## src/rtl/bram_stream_reader.sv

```systemverilog
// bram_stream_reader: strided read sequencer for the matmul byte-lane BRAM.
// Walks base_addr, base_addr+stride, ... for num_words reads, absorbs the
// one-cycle BRAM read latency in a 2-entry buffer and presents a valid/ready
// stream. Optional out_last port enabled by BRAM_STREAM_READER_LAST_EN.
module bram_stream_reader #(
    parameter int BRAM_ADDR_WIDTH = 10,
    parameter int BRAM_DATA_WIDTH = 32
) (
    input  logic                       clock,
    input  logic                       reset_n,
    input  logic                       start,
    input  logic [BRAM_ADDR_WIDTH-1:0] base_addr,
    input  logic [BRAM_ADDR_WIDTH-1:0] stride,
    input  logic [BRAM_ADDR_WIDTH:0]   num_words,
    output logic                       busy,
    output logic                       done,
    output logic [BRAM_ADDR_WIDTH-1:0] rd_addr,
    input  logic [BRAM_DATA_WIDTH-1:0] rd_data,
    output logic [BRAM_DATA_WIDTH-1:0] out_data,
    output logic                       out_valid,
    input  logic                       out_ready
`ifdef BRAM_STREAM_READER_LAST_EN
    ,
    output logic                       out_last
`endif
);

    typedef enum logic [1:0] {IDLE, RUN, DRAIN} state_t;

    localparam logic [BRAM_ADDR_WIDTH:0] ONE_WORD = (BRAM_ADDR_WIDTH+1)'(1);

    state_t                       state, state_nxt;
    logic [BRAM_ADDR_WIDTH-1:0]   stride_q;
    logic [BRAM_ADDR_WIDTH:0]     remaining;
    logic                         inflight;
    logic [BRAM_DATA_WIDTH-1:0]   buf_data [2];
    logic [1:0]                   buf_count;
    logic                         head, tail;
    logic                         pop, issue, accept, empty_cmd, finish;
    logic [2:0]                   occupancy;
`ifdef BRAM_STREAM_READER_LAST_EN
    logic                         inflight_last;
    logic [1:0]                   buf_last;
`endif

    // Credit check, handshake and command decode.
    always_comb begin
        pop       = (buf_count != 2'd0) && out_ready;
        occupancy = {1'b0, buf_count} + {2'b00, inflight};
        // A read may issue if its word will have a buffer slot, counting a same-cycle pop.
        issue     = (state == RUN) && (remaining != '0) &&
                    ((occupancy < 3'd2) || (pop && (occupancy == 3'd2)));
        accept    = (state == IDLE) && start && (num_words != '0);
        empty_cmd = (state == IDLE) && start && (num_words == '0);
        finish    = (state == DRAIN) && (buf_count == 2'd1) && !inflight && pop;
    end

    // Next-state logic.
    always_comb begin
        state_nxt = state;
        case (state)
            IDLE:    if (accept) state_nxt = RUN;
            RUN:     if (issue && (remaining == ONE_WORD)) state_nxt = DRAIN;
            DRAIN:   if (finish) state_nxt = IDLE;
            default: state_nxt = IDLE;
        endcase
    end

    // State register.
    always_ff @(posedge clock or negedge reset_n) begin
        if (!reset_n) state <= IDLE;
        else          state <= state_nxt;
    end

    // Address walk, in-flight tracking, output buffer and done pulse.
    always_ff @(posedge clock or negedge reset_n) begin
        if (!reset_n) begin
            done        <= 1'b0;
            rd_addr     <= '0;
            stride_q    <= '0;
            remaining   <= '0;
            inflight    <= 1'b0;
            buf_data[0] <= '0;
            buf_data[1] <= '0;
            buf_count   <= 2'd0;
            head        <= 1'b0;
            tail        <= 1'b0;
`ifdef BRAM_STREAM_READER_LAST_EN
            inflight_last <= 1'b0;
            buf_last      <= 2'b00;
`endif
        end else begin
            done     <= empty_cmd || finish;
            inflight <= issue;
            if (accept) begin
                stride_q  <= stride;
                remaining <= num_words;
                rd_addr   <= base_addr;
            end else if (issue) begin
                remaining <= remaining - ONE_WORD;
                rd_addr   <= rd_addr + stride_q;
            end
            if (inflight) begin
                buf_data[tail] <= rd_data;
                tail           <= ~tail;
            end
            if (pop) head <= ~head;
            buf_count <= buf_count + {1'b0, inflight} - {1'b0, pop};
`ifdef BRAM_STREAM_READER_LAST_EN
            inflight_last <= issue && (remaining == ONE_WORD);
            if (inflight) buf_last[tail] <= inflight_last;
`endif
        end
    end

    // Stream outputs come straight from the buffer head.
    always_comb begin
        busy      = (state != IDLE);
        out_valid = (buf_count != 2'd0);
        out_data  = buf_data[head];
`ifdef BRAM_STREAM_READER_LAST_EN
        out_last  = out_valid && buf_last[head];
`endif
    end

endmodule

```

## config.mk

```make
export PLATFORM = sky130hd
export DESIGN_NAME = bram_stream_reader
export DESIGN_NICKNAME = d
export VERILOG_FILES = /design/src/rtl/bram_stream_reader.sv
export SDC_FILE = /design/constraint.sdc
export NUM_CORES = 1
export LEC_CHECK = 0
export ABC_AREA = 1
export CORE_AREA = 5 5 114 116
export DETAILED_ROUTE_END_ITERATION = 8
export DIE_AREA = 0 0 119 121
export GPL_TIMING_DRIVEN = 0
export PLACE_DENSITY_LB_ADDON = 0.2
export SLEW_MARGIN = 15
export SYNTH_ARGS = -nofsm -noshare
export SYNTH_HDL_FRONTEND = slang
export SYNTH_SLANG_ARGS = --single-unit
```

## constraint.sdc

```tcl
create_clock -name clock -period 1.72 [get_ports clock]
set_input_delay 0.344 -clock clock [delete_from_list [all_inputs] [get_ports clock]]
set_output_delay 0.344 -clock clock [all_outputs]
set_load 0.01 [all_outputs]
```

==> results.txt, run 1 <==
----------------------------------------------------
[Power]
  Pwr/cell area ... 2140 mW/mm2
  Leakage power figure ... 4.03 nW
  Maximum vdd ir drop ... 1.05 mV
  Total Power ... between 15 and 20 mW

[Die]
  CORE AREA ... 0.0118 mm2
  Starting utilization of the core area ... 44.9%
  Die extent in y ... 121 um
  Die area ... around 0.014 mm2
  Width of the die ... 119 um
  Number of placement rows ... 40
  I/O pin count ... 112

[Yosys]
  Cells after synthesis ... 697
  Synthesized netlist net count ... 782
  Cell area after synthesis ... 0.00530 mm2
  Syn. warnings ... 0
  Post-synthesis sequential area ratio ... between 40% and 50%
  #FFs+latches synth ... ~100
  Count of unique library cells instantiated by Yosys ... 35
  Mean instance size in the synthesized netlist ... 7.60 um2

[Clocking]
  Buffer levels on the longest clock path ... 2
  Clock latency reported for the late side of the worst-skew pair ... 0.34 ns
  CTS Root Buffer Type ... sky130_fd_sc_hd__clkbuf_16
  TritonCTS sink count ... 103
  Clock-pin transition on the worst setup and hold timing paths ... 0.06 ns
  Clock buffers created by TritonCTS ... 9
  CTS H-tree lvls ... 3
  CTS tree ... done

[Setup path]
  Launch instance of the worst register-to-register path ... buf_count[0]$_DFF_PN0_
  Startpoint type of the worst setup path ... flop
  Cell depth of the worst flop-to-flop path ... 12
  Critical path data arrival time ... 2.06 ns
  Register-to-register path setup slack ... -0.11 ns
  CP max stage delay ... 0.43 ns
  Category of the critical setup timing path ... flop to flop
  CP max stage cell ... sky130_fd_sc_hd__dfrtp_2
  Cells along the critical path ... ha_4 > buf_4 > ha_2 > nor2_1 > nand2_1 > nand2_2 > nand3_4 > nand2_8 > clkinv_8 > clkbuf_16 > nand2_2 > nand2_1
  Type of destination of the critical path ... flop
  Worst-path fanout max ... 6
  Crit path launch ... buf_count[0]$_DFF_PN0_
  WP data required ... 1.95 ns

[Route]
  DRC violation total after the first TritonRoute iteration ... 239
  Detail-routed net length per standard cell ... 14.4 um
  DRC violation count after routing ... 0
  Vias post-DR ... just under 5000
  Post-detailed-routing wire length ... 14300 um
  Total iterations of the first detailed-routing run ... 4
  Via-per-instance ratio ... approximately 4.9
  Antenna-violating nets left ... 0

[Timing]
  Setup violators final ... 35
  Max Freq ... 546 MHz
  Final clock period utilization by the worst path ... 106%
  Least-Margin Pin Slew ... a little under 0.5 ns
  Final number of max-transition violations ... 0
  Post-route setup slack ... -0.111 ns
  Setup repair after global routing missed its margin ... true
  Slew Limit Headroom ... 67.1%
  Setup total negative slack ... -2.36 ns
  Worst clock skew on the final layout ... 0.00712 ns
  Hold Fails Final Rpt ... 0
  Post-route minimum period ... 1.83 ns

[Cells and area]
  Signed area change from the synthesized netlist to the final layout ... 43.8%
  Register cell area after layout ... 0.00258 mm2
  Most frequent cells in the layout ... sky130_fd_sc_hd__nand2_1, sky130_fd_sc_hd__dfrtp_1, sky130_fd_sc_hd__clkdlybuf4s50_1
  Most frequent standard cell in the layout excluding fill and tap cells ... sky130_fd_sc_hd__nand2_1
  Fill cell instance count of the final layout ... 1021
  Fraction of final layout cells with drive strength greater than 1 ... 22.6%
  Number of antenna diodes ... 0
  Net count of the finished layout ... 930
  Multi-input gate area in the final layout ... 0.00269 mm2

[Place]
  Total half-perimeter wirelength after legalization and detailed placement ... 9720 um
  Pre-CTS WS ... -0.459 ns
  Quantity of I/O buffers inserted on ports ... 111
  RePlAce Congestion ... 0.843

[GRT]
  Pin count of the biggest net entering global routing ... 62
  Wire length of the first global-routing pass ... around 23000 um
  Tot GR Track Use ... around 20%
  Number of global-route vias before repair ... 5005
  GRT overflow ... 0
  Antenna violations before repair ... 0

[Hold path]
  Worst hold-check path type ... input port to asynchronous set/reset pin

[Outcome]
  Failing checks ... negative setup slack
  Outcome ... complete, but fails checks

[Job]
  Max-Cap Viols ... 0

----------------------------------------------------
[worst max-delay path, delay by kind of cell, from the launching register on]
kind | cells | cell delay, ns
simple gates | 7 | 0.60
flops | 1 | 0.43
buf+inv | 3 | 0.38
fa+ha+maj | 2 | 0.32
[final timing paths]
path | end
max | rd_addr[5]$_DFFE_PN0P_
min | buf_data[57]$_DFFE_PN0P_
max reg2reg | rd_addr[5]$_DFFE_PN0P_
min reg2reg | buf_data[27]$_DFFE_PN0P_
max in group asynchronous | rd_addr[1]$_DFFE_PN0P_
min in group clock | buf_data[27]$_DFFE_PN0P_
[per-stage QoR]
step           instances  hold WS (ns)  cell area [um2]  util (%)
4_1_cts              988         0.490             7120      60.3
2_1_floorplan        697        0.0484             5310         -
5_1_grt              996         0.501             7620      64.5
3_3_place_gp         955         0.466             6600      55.9
3_5_place_dp         956         0.283             6630      56.1
6_report             996         0.488             7620      64.5
[synthesized netlist by cell type]
library cell	count	area, um2
sky130_fd_sc_hd__nor3_1	1	5.00
sky130_fd_sc_hd__a21oi_1	3	15.0
sky130_fd_sc_hd__o32ai_1	1	8.76
sky130_fd_sc_hd__nand3_1	36	180
sky130_fd_sc_hd__inv_2	2	7.51
sky130_fd_sc_hd__nand2_1	313	1170
sky130_fd_sc_hd__xnor2_1	5	43.8
sky130_fd_sc_hd__xor2_1	8	70.1
sky130_fd_sc_hd__or2_1	3	18.8
sky130_fd_sc_hd__dfrtp_1	103	2580
sky130_fd_sc_hd__inv_8	1	11.3
sky130_fd_sc_hd__o31ai_1	1	7.51
sky130_fd_sc_hd__o21bai_1	1	7.51
sky130_fd_sc_hd__nand4_1	2	12.5
sky130_fd_sc_hd__or2_2	5	31.3
sky130_fd_sc_hd__nor2_4	1	11.3
sky130_fd_sc_hd__fa_1	1	20.0
sky130_fd_sc_hd__buf_4	2	15.0
sky130_fd_sc_hd__nand2_4	1	11.3
sky130_fd_sc_hd__nor2_1	21	78.8
sky130_fd_sc_hd__o21ai_1	6	30.0
sky130_fd_sc_hd__inv_1	70	263
sky130_fd_sc_hd__nand3_4	1	17.5
sky130_fd_sc_hd__clkbuf_1	19	71.3
sky130_fd_sc_hd__nand3_2	1	10.0
sky130_fd_sc_hd__a21boi_0	1	7.51
sky130_fd_sc_hd__o21ai_0	59	295
sky130_fd_sc_hd__nand2_2	2	12.5
sky130_fd_sc_hd__nor3_2	1	10.0
sky130_fd_sc_hd__ha_1	17	213
sky130_fd_sc_hd__nand3b_1	1	7.51
sky130_fd_sc_hd__buf_2	4	20.0
sky130_fd_sc_hd__and2_1	1	6.26
sky130_fd_sc_hd__nor2_2	2	12.5
sky130_fd_sc_hd__buf_8	1	15.0
[state kept, by name, indices dropped and copies added (netlist names)]
register / flops
buf_data: 64
stride_q: 10
head: 1
tail: 1
done: 1
buf_count: 2
remaining: 11
rd_addr: 10
inflight: 1
state: 2
[timing repair]
item	4_1_cts	5_1_grt
endpoints found under the setup margin	68	85
pin swaps	5	31
resized for setup	162	140
hold buffers	1	0
hold endpoints to repair	42	0
gates cloned	4	1
setup buffers	13	12
[power breakdown]
group          internal [mW]  switching, mW  total (mW)
combinational           4.41           5.15        9.56
sequential              3.65          0.957        4.61
clock                   1.26          0.869        2.13
[kinds of logic (layout without fill, tap and decap cells)]
group                    Yosys count  count (layout)  synth area share [%]
AO/OA/AOI/OAI                     72              72                  7.01
XOR/XNOR                          13              13                  2.15
adder cells (fa/ha/maj)           18              18                  4.39
buffers and inverters             99             251                  7.60
flip-flops                       103             103                  48.6
AND/OR/NAND/NOR                  392             392                  30.2
[final cells by class]
| type | instances | area share (%) |
|---|---|---|
| well taps | 147 | 2.41 |
| inverters | 73 | 3.83 |
| repair buffers | 140 | 17.9 |
| plain buffers | 23 | 2.55 |
| multi-input cells | 495 | 35.3 |
| flip-flops and latches | 103 | 33.9 |
| clock inverters | 6 | 1.13 |
| clock buffers | 9 | 2.96 |
[layer usage]
metal  wire (um)  global-route usage [%]  share of wire (%)  up-vias
met5           0                       0                  0        -
met4         255                    5.72                1.8        0
met3         560                    3.68                3.9       19
met2        7480                    36.0                 52      101
met1        6030                    23.6                 42     2355
li1            -                       -                  -     2455
Power figures use the tool's default switching activity.
==> run 2: changes to the inputs <==
==> constraint.sdc (replaced) <==
create_clock -name clock -period 1.6 [get_ports clock]
set_input_delay 0.32 -clock clock [delete_from_list [all_inputs] [get_ports clock]]
set_output_delay 0.32 -clock clock [all_outputs]
set_load 0.01 [all_outputs]
==> results.txt, run 2 (synthesis results as in run 1) <==
----------------------------------------------------
[GRT]
  Tot GR Track Use ... 19.8%
  Wire length of the first global-routing pass ... 23500 um
  Antenna violations before repair ... 0
  Pin count of the biggest net entering global routing ... 88
  GRT overflow ... 0
  Number of global-route vias before repair ... around 4900

[Cells and area]
  Fraction of final layout cells with drive strength greater than 1 ... 25.2%
  Regs by FF count ... buf_data: 64 flops, remaining: 11 flops
  Fill cell instance count of the final layout ... 1026
  Final core utilization ... around 65%
  Register cell area after layout ... 0.00258 mm2
  Flip-flop count of the largest register, all copies and words added ... 64
  Net count of the finished layout ... 932
  Signed area change from the synthesized netlist to the final layout ... 45.3%
  Most frequent standard cell in the layout excluding fill and tap cells ... sky130_fd_sc_hd__nand2_1
  Multi-input gate area in the final layout ... 0.00275 mm2
  Most frequent cells in the layout ... sky130_fd_sc_hd__nand2_1, sky130_fd_sc_hd__dfrtp_1, sky130_fd_sc_hd__inv_1
  Number of non-filler instances in the completed layout ... 999
  Post-route cell area ... 0.00770 mm2
  Most flop-heavy register ... buf_data
  Number of antenna diodes ... 0

[Timing]
  Hold Fails Final Rpt ... 0
  Slew Limit Headroom ... 69.6%
  Post-route minimum period ... 1.76 ns
  Worst clock skew on the final layout ... roughly 0.0094 ns
  Post-route setup slack ... -0.158 ns
  Setup repair after global routing missed its margin ... true
  Setup violators final ... between 50 and 60
  Final number of max-transition violations ... 0
  Final clock period utilization by the worst path ... 110%
  Least-Margin Pin Slew ... between 0.4 and 0.5 ns
  Max Freq ... 569 MHz

[Route]
  DRC violation count after routing ... 0
  Antenna-violating nets left ... 0
  Detail-routed net length per standard cell ... 14.5 um
  Total iterations of the first detailed-routing run ... 4
  Post-detailed-routing wire length ... 14500 um
  DRC violation total after the first TritonRoute iteration ... 351
  Vias post-DR ... between 4000 and 5000
  Via-per-instance ratio ... 4.97

[Clocking]
  CTS tree ... done
  Clock buffers created by TritonCTS ... 9
  Buffer levels on the longest clock path ... 2
  TritonCTS sink count ... between 100 and 150
  Clock latency reported for the late side of the worst-skew pair ... about 0.34 ns
  CTS Root Buffer Type ... sky130_fd_sc_hd__clkbuf_16
  CTS H-tree lvls ... 3
  Clock-pin transition on the worst setup and hold timing paths ... around 0.07 ns

[Setup path]
  CP max stage delay ... between 0.3 and 0.4 ns
  CP max stage cell ... sky130_fd_sc_hd__dfrtp_2
  Type of destination of the critical path ... flop
  Category of the critical setup timing path ... flop to flop
  Worst-path fanout max ... 5
  WP data required ... 1.83 ns
  Critical path data arrival time ... roughly 2.0 ns
  Startpoint type of the worst setup path ... flop
  Cells along the critical path ... ha_4 > inv_2 > ha_4 > nand2_1 > nor2_1 > nand2_1 > nand2_2 > nand3_4 > nand2_8 > inv_8 > buf_8 > nand2_4 > nand3_2

[Hold path]
  Worst hold-check path type ... input port to asynchronous set/reset pin

[Outcome]
  Outcome ... complete, but fails checks
  Failing checks ... negative setup slack

[Place]
  Area post-placement ... around 0.0066 mm2
  RePlAce Congestion ... approximately 0.87
  Cell total after placement ... 956
  Quantity of I/O buffers inserted on ports ... 111
  Total half-perimeter wirelength after legalization and detailed placement ... just under 10000 um

[Die]
  Die area ... between 0.01 and 0.015 mm2
  Starting utilization of the core area ... between 40 and 50%
  Number of placement rows ... 40
  Die extent in y ... 121 um
  I/O pin count ... 112
  Width of the die ... 119 um
  CORE AREA ... around 0.012 mm2

[Power]
  Switching power of the nets ... 7.61 mW
  Net switching fraction of the power ... 43.4%
  Part of the power in the clock network ... between 10% and 20%
  Maximum vdd ir drop ... 0.998 mV
  P_int ... 9.94 mW
  Combinational Power Share ... 59.6%
  Part of the power in registers ... ~28%
  Pwr/cell area ... between 2000 and 2500 mW/mm2
  Leakage power figure ... approximately 4 nW

[Job]
  Max-Cap Viols ... 0

----------------------------------------------------
-- run 2: path summary, 6_finish.rpt --
check | start | end | slack [ns] | cells past startpoint
max reg2reg | inflight$_DFF_PN0_ | remaining[9]$_DFFE_PN0P_ | -0.16 | 13
max in group asynchronous | reset_n | rd_addr[1]$_DFFE_PN0P_ | 0.50 | 3
min | reset_n | buf_data[27]$_DFFE_PN0P_ | 0.38 | 2
max | inflight$_DFF_PN0_ | remaining[9]$_DFFE_PN0P_ | -0.16 | 13
min reg2reg | buf_data[19]$_DFFE_PN0P_ | buf_data[19]$_DFFE_PN0P_ | 0.49 | 2
min in group clock | buf_data[19]$_DFFE_PN0P_ | buf_data[19]$_DFFE_PN0P_ | 0.49 | 2
-- run 2: repair_timing --
item | 4_1_cts | 5_1_grt
cloned | 3 | 3
endpoints found under the hold margin | 16 | 0
hold buffers | 1 | 0
pin swaps | 17 | 36
setup buffers | 16 | 8
resized for setup | 209 | 141
endpoints found under the setup margin | 78 | 91
-- run 2: per-stage QoR --
stage	hold WS [ns]	setup slack [ns]	total power, mW	setup TNS [ns]
after CTS	0.373	-0.175	16.2	-6.64
after floorplan	0.0244	-0.130	9.86	-1.55
after detailed placement	0.170	-0.591	13.1	-32.77
after global placement	0.465	-3.63	12.8	-404.25
final	0.378	-0.158	17.5	-5.12
after global routing	0.391	-0.268	19.0	-9.59
-- run 2: cell type report --
type	instances	area share, %
Multi-Input combinational cell	495	35.7
Sequential cell	103	33.5
Timing Repair Buffer	141	18.2
Inverter	73	3.75
Clock buffer	12	3.33
Buffer	24	2.71
Tap cell	147	2.39
Clock inverter	4	0.374
-- run 2: layer usage --
layer,GRT usage (%),up-vias,wire length (um)
met5,0,-,0
met4,6.66,0,240
met3,3.68,20,706
met2,33.7,140,7330
met1,25.4,2343,6240
li1,-,2459,-
-- run 2: critical path: cells and delay by family (launching register included) --
kind / cells / cell delay, ns
and+or+nand+nor: 8 / 0.64
DFF: 1 / 0.39
adders and majority gates: 2 / 0.38
buffers and inverters: 3 / 0.23
-- run 2: power by group through the flow --
stage / clock network, mW / logic, mW / registers (mW)
3_5_place_dp: 0 / 8.32 / 4.74
5_1_grt: 2.27 / 11.6 / 5.12
6_report: 2.12 / 10.5 / 4.97
2_1_floorplan: 0 / 5.24 / 4.62
3_3_place_gp: 0 / 8.11 / 4.69
4_1_cts: 2.17 / 9.30 / 4.77
